## src/rtl/wb_stage_n.sv

```systemverilog
// ---------------------------------------------------------------------------
// WbStageN (module wb_stage_n) - write-back pipeline stage
//
// Purpose:
//   MEM/WB pipeline register with a four-way write-back source select
//   (ALU result, memory data, PC+2, immediate). Loads that have not yet
//   received their data are parked in WAIT_MEM until mem_done. The stage
//   also supports flush, a sticky halt and a saturating stall counter.
//   It drives the register-file write port in decode.
//
// Optional feature:
//   WB_FWD_EN - when defined, fwd_* mirror the register-file write this
//   cycle for the decode/execute bypass. When undefined, fwd_* are tied to
//   zero. The port list is identical in both builds.
//
// Ports:
//   clk, rst       clock, synchronous active-high reset
//   in_valid       memory stage presents an instruction
//   in_ready       stage can accept this cycle (IDLE only)
//   alu_out        execute result
//   pc_plus2       PC+2, used for link
//   imm            immediate, used for load-immediate
//   wb_sel         0 ALU, 1 MEM, 2 PC+2, 3 IMM
//   reg_wr_in      instruction writes a register
//   dst_in         destination register
//   is_load        instruction needs mem_data
//   halt_in        instruction is HALT
//   flush          kill the pending/incoming instruction
//   mem_done       mem_data valid this cycle
//   mem_data       memory read data
//   reg_wr_en      one-cycle register-file write strobe
//   reg_wr_addr    write address
//   reg_data       write data
//   halted         sticky halt indication
//   stall_cnt      cycles spent in WAIT_MEM, saturating
//   fwd_valid      bypass valid
//   fwd_addr       bypass register
//   fwd_data       bypass value
// ---------------------------------------------------------------------------
module wb_stage_n #(
  parameter int DATA_W = 16,
  parameter int REG_AW = 3,
  parameter int CNT_W  = 8
) (
  input  logic              clk,
  input  logic              rst,
  input  logic              in_valid,
  output logic              in_ready,
  input  logic [DATA_W-1:0] alu_out,
  input  logic [DATA_W-1:0] pc_plus2,
  input  logic [DATA_W-1:0] imm,
  input  logic [1:0]        wb_sel,
  input  logic              reg_wr_in,
  input  logic [REG_AW-1:0] dst_in,
  input  logic              is_load,
  input  logic              halt_in,
  input  logic              flush,
  input  logic              mem_done,
  input  logic [DATA_W-1:0] mem_data,
  output logic              reg_wr_en,
  output logic [REG_AW-1:0] reg_wr_addr,
  output logic [DATA_W-1:0] reg_data,
  output logic              halted,
  output logic [CNT_W-1:0]  stall_cnt,
  output logic              fwd_valid,
  output logic [REG_AW-1:0] fwd_addr,
  output logic [DATA_W-1:0] fwd_data
);

  typedef enum logic [1:0] {
    IDLE     = 2'd0,
    WAIT_MEM = 2'd1,
    HALT     = 2'd2
  } stateT;

  stateT state;
  stateT nextState;

  // Fields of a load that is waiting for its memory data
  logic [1:0]        selQ;
  logic              wrQ;
  logic [REG_AW-1:0] dstQ;
  logic [DATA_W-1:0] aluQ;
  logic [DATA_W-1:0] pcQ;
  logic [DATA_W-1:0] immQ;

  logic              accept;
  logic              doCommit;
  logic              commitWr;
  logic [REG_AW-1:0] commitAddr;
  logic [DATA_W-1:0] commitData;
  logic              doLatch;
  logic              setHalt;

  // Full-width source mux; memory data is always the live bus value
  function automatic logic [DATA_W-1:0] selectSource(
    input logic [1:0]        sel,
    input logic [DATA_W-1:0] aluV,
    input logic [DATA_W-1:0] memV,
    input logic [DATA_W-1:0] pcV,
    input logic [DATA_W-1:0] immV
  );
    case (sel)
      2'd0:    return aluV;
      2'd1:    return memV;
      2'd2:    return pcV;
      default: return immV;
    endcase
  endfunction

  // Ready depends on state alone so upstream never sees a loop through in_valid
  assign in_ready = (state == IDLE);
  assign accept   = in_valid && in_ready;

  // Next-state and commit decisions. Flush has top priority in every state
  // that can hold an instruction, so a flush arriving with mem_done still
  // discards the load. A load whose data is already present on the accept
  // cycle commits straight away instead of visiting WAIT_MEM.
  always_comb begin
    nextState  = state;
    doCommit   = 1'b0;
    commitWr   = 1'b0;
    commitAddr = dstQ;
    commitData = selectSource(selQ, aluQ, mem_data, pcQ, immQ);
    doLatch    = 1'b0;
    setHalt    = 1'b0;
    case (state)
      IDLE: begin
        if (accept) begin
          if (flush) begin
            nextState = IDLE;
          end else if (halt_in) begin
            nextState = HALT;
            setHalt   = 1'b1;
          end else if (is_load && !mem_done) begin
            nextState = WAIT_MEM;
            doLatch   = 1'b1;
          end else begin
            doCommit   = 1'b1;
            commitWr   = reg_wr_in;
            commitAddr = dst_in;
            commitData = selectSource(wb_sel, alu_out, mem_data, pc_plus2, imm);
          end
        end
      end
      WAIT_MEM: begin
        if (flush) begin
          nextState = IDLE;
        end else if (mem_done) begin
          nextState = IDLE;
          doCommit  = 1'b1;
          commitWr  = wrQ;
        end
      end
      HALT: begin
        nextState = HALT;
      end
      default: begin
        nextState = IDLE;
      end
    endcase
  end

  // State register and registered outputs. The write strobe is rewritten
  // every cycle so it can only ever be a single-cycle pulse; address and
  // data only change on a commit. The stall counter counts every cycle
  // spent in WAIT_MEM and sticks at all-ones instead of wrapping.
  always_ff @(posedge clk) begin
    if (rst) begin
      state       <= IDLE;
      reg_wr_en   <= 1'b0;
      reg_wr_addr <= '0;
      reg_data    <= '0;
      halted      <= 1'b0;
      stall_cnt   <= '0;
      selQ        <= '0;
      wrQ         <= 1'b0;
      dstQ        <= '0;
      aluQ        <= '0;
      pcQ         <= '0;
      immQ        <= '0;
    end else begin
      state     <= nextState;
      reg_wr_en <= doCommit && commitWr;
      if (doCommit) begin
        reg_wr_addr <= commitAddr;
        reg_data    <= commitData;
      end
      if (setHalt) begin
        halted <= 1'b1;
      end
      if ((state == WAIT_MEM) && (stall_cnt != '1)) begin
        stall_cnt <= stall_cnt + CNT_W'(1);
      end
      if (doLatch) begin
        selQ <= wb_sel;
        wrQ  <= reg_wr_in;
        dstQ <= dst_in;
        aluQ <= alu_out;
        pcQ  <= pc_plus2;
        immQ <= imm;
      end
    end
  end

`ifdef WB_FWD_EN
  // Bypass mirrors the write port; suppressed while a load is still waiting
  assign fwd_valid = reg_wr_en && (state != WAIT_MEM);
  assign fwd_addr  = reg_wr_addr;
  assign fwd_data  = reg_data;
`else
  assign fwd_valid = 1'b0;
  assign fwd_addr  = '0;
  assign fwd_data  = '0;
`endif

endmodule

```

## config.mk

```make
export PLATFORM = sky130hd
export DESIGN_NAME = wb_stage_n
export DESIGN_NICKNAME = d
export VERILOG_FILES = /design/src/rtl/wb_stage_n.sv
export SDC_FILE = /design/constraint.sdc
export NUM_CORES = 1
export LEC_CHECK = 0
export CAP_MARGIN = 25
export CORE_ASPECT_RATIO = 0.9
export CORE_MARGIN = 10
export CORE_UTILIZATION = 51
export DETAILED_ROUTE_END_ITERATION = 10
export PLACE_DENSITY = 0.92
export SLEW_MARGIN = 5
export SYNTH_ARGS = -nofsm -noshare
export SYNTH_HDL_FRONTEND = slang
export SYNTH_SLANG_ARGS = --single-unit
```

## constraint.sdc

```tcl
create_clock -name clk -period 2.88 [get_ports clk]
set_input_delay 0.288 -clock clk [delete_from_list [all_inputs] [get_ports clk]]
set_output_delay 0.288 -clock clk [all_outputs]
set_load 0.01 [all_outputs]
```

==> run metrics, run 1 <==
outcome completed; CP Max Fanout 15; first-pass GRT wire length 18000 µm; vias in the first global route 3605; FF+latch count, synth 85; Pwr per Cell Area 435 nW/µm²; Clock Tree Buf Depth 2; Syn Inst Count between 400 and 500; Critical R2R Launch state[1]$_SDFFE_PP0P_; Worst Hold Depth 2; sequential element share of the synthesized area 40.9%; initial antenna violation count 1; vias post-DR 3542; pin count of the biggest net entering global routing 57; Top FF cell, synth dfxtp_1; clk_skew 0.00958 ns; Final Hold Vio Count 0; Combinational Power Share 13.3%; Root Driver clkbuf_8; synthesized area about 4200 µm²; Max H-tree Level 3; die span in x 115 µm; most frequent cells in the layout nand2_1 (111), clkdlybuf4s50_1 (105), dfxtp_1 (85); Pwr Total 2.33 mW; Reg2Reg Depth 3; Total GRT Usage a little under a fifth; CP max stage delay about 0.74 ns; nets 603; Post-CTS Hold Buffers 0; row cnt 31; met1 Use GR 20.6%; Netlist cell types 38; Clk network pwr share about a third; worst path cell trace and4bb_1, nor3b_4, a221o_1; gpl congestion 0.846; postcts setup bufs 0; Critical Path RT between 3 and 4 ns; Worst Setup Start Kind register; Post-synth EDFFs 0; CTS resizes 0; area grow syn2layout 28.5%; Slew HR 42.2%; met3 Usage GRT 6.46%; Pre-antenna DRT Iters 5; setup violators final 0; Register Area 1700 µm²; Setup TNS Final 0 ns; Initial Util 52.1%; family with the most delay on the worst path simple AND/OR/NAND/NOR gates; M2 GR Usage 31.0%; core area 7990 µm²; clk sinks 85; GRT busiest layer met2; Crit path depth 3; unrepaired setup endpoints after global routing no; Wirelength per Cell 18.1 µm; Reg-to-Reg End reg_data[5]$_SDFFE_PP0P_; Sw Ratio 23.6%; Finished Cell Area 5350 µm²; IO buf count approximately 110; Avg Cell Area, Syn 9.59 µm²; Die H 106 µm; CP bufs+invs 0; initial DRC count 191; Worst-Margin Slew 0.866 ns; Util after Layout 66.9%; drt drc 0; Arr. time, crit path roughly 2.3 ns; Reg clk slew, reported paths roughly 0.08 ns; die area 12200 µm²; antenna-violating nets left 0; Synthesis Warnings 0; layout cell share with drive strength beyond 1 11.1%; crit path time final around 2.0 ns; Worst path slowest cell nor3b_4; leakage 1.84 nW; worst hold path type input pin to register; Ports 127; fmax just over 500 MHz; ys async rst share 0%; hpwl dp 8140 µm; drt total wl approximately 11000 µm; worst skew pair latency between 0.3 and 0.4 ns; grt ovf 0; hold endpoint halted$_SDFFE_PP0P_; vias per cell 5.62; P_sw 0.550 mW; worst hold path startpoint rst; number of fill cells in the layout 643; Tcrit/Tclk final 68.0%; max_cap viols 0; Internal Power ~1.8 mW; Max Transition Viols Final 0; VDD IR-drop max 284 µV; Num CTS Buffers 9; CTS tree done; Placed Area 5160 µm²; commonest non-fill, non-tap cell in the layout nand2_1; Seq pwr share 52.0%; Crit. End Element register; Reg2Reg Setup Slack 0.92 ns; Crit Path Class register to register; area occupied by multi-input gates 2210 µm²
[logic make-up after synthesis]
group | Yosys count | synth area share [%]
AO/OA/AOI/OAI | 85 | 12.6
XOR/XNOR | 3 | 0.632
adder cells (fa/ha/maj) | 1 | 0.301
buffers and inverters | 53 | 7.82
flip-flops | 85 | 40.9
multiplexers | 37 | 18.5
other | 1 | 0.0901
AND/OR/NAND/NOR | 169 | 19.2
[worst register-to-register path: cells and delay by family, from the launching register on]
kind	cells	cell delay, ns
AO/OA/AOI/OAI	1	0.28
AND/OR/NAND/NOR	2	1.13
flip-flops	1	0.50
[power groups by stage]
stage / clock network [mW] / registers, mW / logic [mW]
floorplan: 0 / 1.24 / 0.157
global placement: 0 / 1.24 / 0.298
detailed placement: 0 / 1.24 / 0.307
CTS: 0.818 / 1.21 / 0.308
global route: 0.864 / 1.21 / 0.333
finish: 0.805 / 1.21 / 0.310
[flip-flops by register name, indices dropped and copies added (netlist names)]
| signal | flops |
|---|---|
| selQ | 2 |
| aluQ | 16 |
| state | 2 |
| wrQ | 1 |
| stall_cnt | 8 |
| halted | 1 |
| reg_wr_en | 1 |
| immQ | 16 |
| reg_data | 16 |
| pcQ | 16 |
| reg_wr_addr | 3 |
| dstQ | 3 |
[synthesized netlist by cell type (5+ instances only)]
master	count	share of area, %
a211oi_1	5	0.90
a21oi_1	59	7.1
a221o_1	15	3.6
and2b_1	6	1.1
buf_2	10	1.2
buf_4	22	4.0
clkbuf_1	13	1.2
dfxtp_1	85	41
mux2i_1	5	1.2
mux4_2	32	17
nand2_1	111	10
nor2_1	15	1.4
nor2b_1	13	2.0
[layer usage]
layer	share of wire [%]	wire length (µm)
met1	39	4460
met2	51	5850
met3	8.7	997
met4	0.93	106
met5	0	0
[area by class of cell]
| type | count | share of cell area (%) |
|---|---|---|
| antenna | 1 | 0.0468 |
| clock buffer | 12 | 2.53 |
| clock inverter | 4 | 0.912 |
| inverter | 1 | 0.0702 |
| multi-input combinational | 315 | 41.4 |
| sequential | 85 | 31.8 |
| tap | 99 | 2.32 |
| timing repair buffer | 113 | 21.0 |
[per-stage QoR]
stage / setup WS, ns / hold WS [ns] / cells
final: 0.922 / 0.330 / 630
after global routing: 0.854 / 0.332 / 630
after CTS: 0.940 / 0.306 / 629
after detailed placement: 0.619 / 0.444 / 613
after global placement: 0.701 / 0.439 / 613
after floorplan: 1.20 / 0.424 / 453
[worst max-delay path by stage]
| stage | startpoint | endpoint |
|---|---|---|
| 2_1_floorplan | wb_sel[0] | reg_data[0]$_SDFFE_PP0P_ |
| 3_3_place_gp | flush | reg_data[11]$_SDFFE_PP0P_ |
| 3_5_place_dp | in_valid | reg_data[14]$_SDFFE_PP0P_ |
| 4_1_cts | state[1]$_SDFFE_PP0P_ | reg_data[11]$_SDFFE_PP0P_ |
| 5_1_grt | state[1]$_SDFFE_PP0P_ | reg_data[6]$_SDFFE_PP0P_ |
| 6_report | state[1]$_SDFFE_PP0P_ | reg_data[5]$_SDFFE_PP0P_ |
Note: power is estimated with default switching activity, not from simulation.
==> run 2: changes to the inputs <==
--- a/config.mk
+++ b/config.mk
@@ -8,9 +8,9 @@
 export CAP_MARGIN = 25
 export CORE_ASPECT_RATIO = 0.9
 export CORE_MARGIN = 10
-export CORE_UTILIZATION = 51
+export CORE_UTILIZATION = 43
 export DETAILED_ROUTE_END_ITERATION = 10
-export PLACE_DENSITY = 0.92
+export PLACE_DENSITY = 0.83
 export SLEW_MARGIN = 5
 export SYNTH_ARGS = -nofsm -noshare
 export SYNTH_HDL_FRONTEND = slang
==> constraint.sdc (replaced) <==
create_clock -name clk -period 1.8 [get_ports clk]
set_input_delay 0.18 -clock clk [delete_from_list [all_inputs] [get_ports clk]]
set_output_delay 0.18 -clock clk [all_outputs]
set_load 0.01 [all_outputs]
==> run metrics, run 2 (synthesis gave the netlist of run 1 again) <==
pin count of the biggest net entering global routing 52; crit path time final 1.64 ns; CP max stage delay roughly 0.49 ns; Worst path slowest cell dfxtp_1; Pwr Total 3.82 mW; drt drc 0; fin cells 671; setup violators final 0; max_cap viols 0; Max H-tree Level 3; worst skew pair latency 0.35 ns; vias per cell 5.30; Util after Layout 60.4%; antenna-violating nets left 0; VDD IR-drop max roughly 400 µV; clk sinks 85; first-pass GRT wire length 18500 µm; nets 622; Placement Setup Slack -0.268 ns; Total GRT Usage 16.4%; clk_skew 0.0138 ns; Worst Slack Setup Final ~0.16 ns; Initial Util approximately 45%; CP Max Fanout 15; grt ovf 0; die span in x 124 µm; initial antenna violation count 1; most frequent cells in the layout nand2_1 (111), clkdlybuf4s50_1 (104), dfxtp_1 (85); Crit Path Class register to register; Wirelength per Cell 17.5 µm; row cnt 33; Critical Path RT 2.05 ns; placed instance count between 600 and 700; Final Hold Vio Count 0; Pwr per Cell Area 681 nW/µm²; area grow syn2layout 34.8%; drt total wl 11700 µm; leakage 1.97 nW; Clock Tree Buf Depth 2; Max Transition Viols Final 0; Root Driver clkbuf_8; commonest non-fill, non-tap cell in the layout nand2_1; Worst Setup Start Kind register; IO buf count approximately 110; gpl congestion 0.840; die area 14000 µm²; fmax 610 MHz; core area between 9000 and 10000 µm²; worst hold path type input pin to register; hpwl dp 8620 µm; Ports around 130; Arr. time, crit path 1.89 ns; outcome completed; Num CTS Buffers 9; vias in the first global route 3815; Tcrit/Tclk final 91.1%; Reg clk slew, reported paths 0.09 ns; unrepaired setup endpoints after global routing no; Pre-antenna DRT Iters 6; Crit. End Element register; Post-CTS Hold Buffers 0; layout cell share with drive strength beyond 1 14.6%; CTS tree done; Finished Cell Area 5610 µm²; Placed Area 5390 µm²; Die H ~110 µm; vias post-DR 3557; initial DRC count 242; worst path cell trace and4bb_1, nor3b_4, buf_12, a221o_1
-- run 2: cell types whose count changed in the layout (fill, tap and decap cells not counted), sizes merged --
| cell | previous run | this run |
|---|---|---|
| buf | 8 | 27 |
| clkinv | 3 | 2 |
| inv | 1 | 3 |
| clkbuf | 12 | 9 |
| clkinvlp | 0 | 1 |
| dlymetal6s2s | 0 | 1 |
| clkdlybuf4s50 | 105 | 104 |
-- run 2: worst max-delay path, delay by kind of cell (launching register included) --
family,cells,cell delay [ns]
AND/OR/NAND/NOR,2,0.53
flip-flops,1,0.49
AO/OA/AOI/OAI,1,0.35
buffers and inverters,1,0.16
-- run 2: final timing paths --
path	from	to	slack, ns	cells after the start
hold reg to reg	pcQ[13]$_SDFFE_PP0P_	pcQ[13]$_SDFFE_PP0P_	0.46	2
setup reg to reg	state[0]$_SDFFE_PP0P_	reg_data[13]$_SDFFE_PP0P_	0.16	4
setup / recovery	state[0]$_SDFFE_PP0P_	reg_data[13]$_SDFFE_PP0P_	0.16	4
hold / removal	rst	pcQ[15]$_SDFFE_PP0P_	0.19	2
-- run 2: layout make-up --
cell class	count	area, µm²
clock inverter	6	71.3
sequential	85	1700
tap	122	153
antenna	1	2.50
inverter	1	3.75
timing repair buffer	132	1340
fill	778	3680
clock buffer	9	124
multi-input combinational	315	2210
-- run 2: metrics by stage --
step | setup TNS, ns | hold slack (ns)
2_1_floorplan | 0 | 0.316
3_3_place_gp | -2.81 | 0.438
3_5_place_dp | -3.83 | 0.444
4_1_cts | 0 | 0.170
5_1_grt | 0 | 0.172
6_report | 0 | 0.185
-- run 2: power by group --
part	leakage [nW]	total (mW)	internal, mW	switching, mW
clock	0.0976	1.35	0.648	0.703
combinational	1.18	0.536	0.317	0.219
sequential	0.687	1.93	1.91	0.0199
-- run 2: layer usage --
metal  share of wire (%)  GRT usage [%]
met1                  38           18.0
met2                  51           28.6
met3                 8.8           5.47
met4                 2.0           5.90
met5                   0              0
-- run 2: timing repair --
action,CTS,global route
endpoints found under the setup margin,1,1
gates resized for setup,0,1
pin swaps,1,0
buffers inserted,1,0
gates cloned,0,0
==> run 3: changes to the inputs <==
--- a/config.mk
+++ b/config.mk
@@ -11,6 +11,7 @@
 export CORE_UTILIZATION = 43
 export DETAILED_ROUTE_END_ITERATION = 10
 export PLACE_DENSITY = 0.83
+export SKIP_LAST_GASP = 1
 export SLEW_MARGIN = 5
 export SYNTH_ARGS = -nofsm -noshare
 export SYNTH_HDL_FRONTEND = slang
==> constraint.sdc (replaced) <==
create_clock -name clk -period 1.45 [get_ports clk]
set_input_delay 0.145 -clock clk [delete_from_list [all_inputs] [get_ports clk]]
set_output_delay 0.145 -clock clk [all_outputs]
set_load 0.01 [all_outputs]
==> run metrics, run 3 (synthesis gave the netlist of run 1 again) <==
Worst path slowest cell dfxtp_2; Final Hold Vio Count 0; fmax 639 MHz; hpwl dp 8830 µm; Ports around 130; Critical path origin state[0]$_SDFFE_PP0P_; VDD IR-drop max 584 µV; drt total wl between 10000 and 15000 µm; Critical R2R Launch state[0]$_SDFFE_PP0P_; Crit Path Class register to register; Max Transition Viols Final 0; hold endpoint reg_data[4]$_SDFFE_PP0P_; Total GRT Usage 16.8%; Reg2Reg Setup Slack -0.12 ns; Num CTS Buffers 9; Die H roughly 110 µm; Root Driver clkbuf_8; outcome finished with violations; drt drc 0; Worst Slack Setup Final -0.115 ns; Placed Area ~5500 µm²; initial DRC count 236; failing checks setup timing; initial antenna violation count 1; family with the most delay on the worst path buffers and inverters; Reg-to-Reg End dstQ[2]$_SDFFE_PP0P_; max_cap viols 0; worst hold path type input pin to register; commonest non-fill, non-tap cell in the layout nand2_1; unrepaired setup endpoints after global routing yes; most used cell, CP buf_6; nets 645; gpl congestion between 0.8 and 0.9; number of fill cells in the layout 727; Initial Util 44.8%; IO buf count 106; Pwr per Cell Area 775 nW/µm²; Clock Tree Buf Depth 2; CP max stage delay 0.34 ns; die span in x approximately 120 µm; grt ovf 0; row cnt 33; worst skew pair latency 0.36 ns; clk_skew ~0.015 ns; CTS tree done; core area 9290 µm²; worst hold path startpoint rst; Wirelength per Cell 18.8 µm; Max H-tree Level 3; Register Area between 1500 and 2000 µm²; Reg clk slew, reported paths 0.09 ns; CP Max Fanout 7; Worst Hold Depth 2; pin count of the biggest net entering global routing 55; Arr. time, crit path 1.80 ns; Crit. End Element register; Tcrit/Tclk final 108%; vias per cell 5.50; first-pass GRT wire length 19100 µm; Critical Path RT 1.68 ns; Pre-antenna DRT Iters 4; crit path time final around 1.6 ns; die area ~14000 µm²; smallest hold slack about 0.083 ns; clk sinks between 80 and 90; worst path cell trace buf_6, nor3_4, buf_6, buf_6, nand3_4, clkbuf_16, nand2_1, a21oi_1; Worst Setup Start Kind register; area occupied by multi-input gates 2390 µm²; area grow syn2layout 47.0%; CP bufs+invs 4; vias post-DR 3820; antenna-violating nets left 0; vias in the first global route 3938; leakage 2.36 nW; Reg2Reg Depth 8; layout cell share with drive strength beyond 1 25.4%; Finished Cell Area 6120 µm²; setup violators final 69; most frequent cells in the layout nand2_1 (96), clkdlybuf4s50_1 (89), dfxtp_1 (77)
[run 3: cell types whose count changed in the layout (fill, tap and decap cells not counted), moves of 8 or more]
cell	before	now
clkdlybuf4s50_1	104	89
nand2_1	111	96
a21oi_1	59	48
a21oi_2	0	11
nand2_4	0	11
buf_4	19	28
dfxtp_1	85	77
dlygate4sd2_1	0	8
[run 3: layout make-up]
class / instances / area share [%]
Sequential cell: 85 / 28.1
Multi-Input combinational cell: 315 / 39.1
Clock buffer: 10 / 2.43
Tap cell: 122 / 2.50
Timing Repair Buffer: 155 / 27.1
Inverter: 1 / 0.0614
Antenna cell: 1 / 0.0409
Clock inverter: 5 / 0.655
[run 3: where the power goes]
group / total, mW / internal (mW) / switching (mW)
sequential: 2.39 / 2.37 / 0.0244
clock: 1.61 / 0.729 / 0.883
combinational: 0.731 / 0.429 / 0.303
total: 4.74 / 3.53 / 1.21
[run 3: what timing repair did]
action	4_1_cts	5_1_grt
buffers inserted	1	2
pin swaps	4	16
gates cloned	1	8
setup endpoints to repair	69	85
hold buffers	0	0
resized for setup	20	64
[run 3: per-layer routing]
layer / routed length (µm) / vias up / GRT usage (%) / share of wire (%)
li1: - / 1773 / - / -
met1: 4870 / 1839 / 18.4 / 37
met2: 6800 / 177 / 30.3 / 52
met3: 1110 / 31 / 5.12 / 8.5
met4: 291 / 0 / 5.28 / 2.2
met5: 0 / - / 0 / 0
[run 3: worst max path at each step]
stage	end	slack, ns	depth (start not counted)
after CTS	reg_data[6]$_SDFFE_PP0P_	-0.10	4
after floorplan	reg_data[12]$_SDFFE_PP0P_	-0.15	5
final	dstQ[2]$_SDFFE_PP0P_	-0.12	8
after global routing	immQ[2]$_SDFFE_PP0P_	-0.18	7
after detailed placement	reg_data[9]$_SDFFE_PP0P_	-0.58	4
after global placement	reg_data[10]$_SDFFE_PP0P_	-0.53	4
[run 3: metrics by stage]
stage	TNS [ns]	utilization [%]	total power, mW	cells	setup slack (ns)
after floorplan	-1.05	-	2.77	453	-0.151
after global placement	-23.33	59.0	3.10	667	-0.533
after detailed placement	-27.19	59.0	3.12	667	-0.582
after CTS	-2.00	61.6	4.72	684	-0.102
after global routing	-8.30	65.8	4.91	694	-0.179
final	-4.83	65.8	4.74	694	-0.115
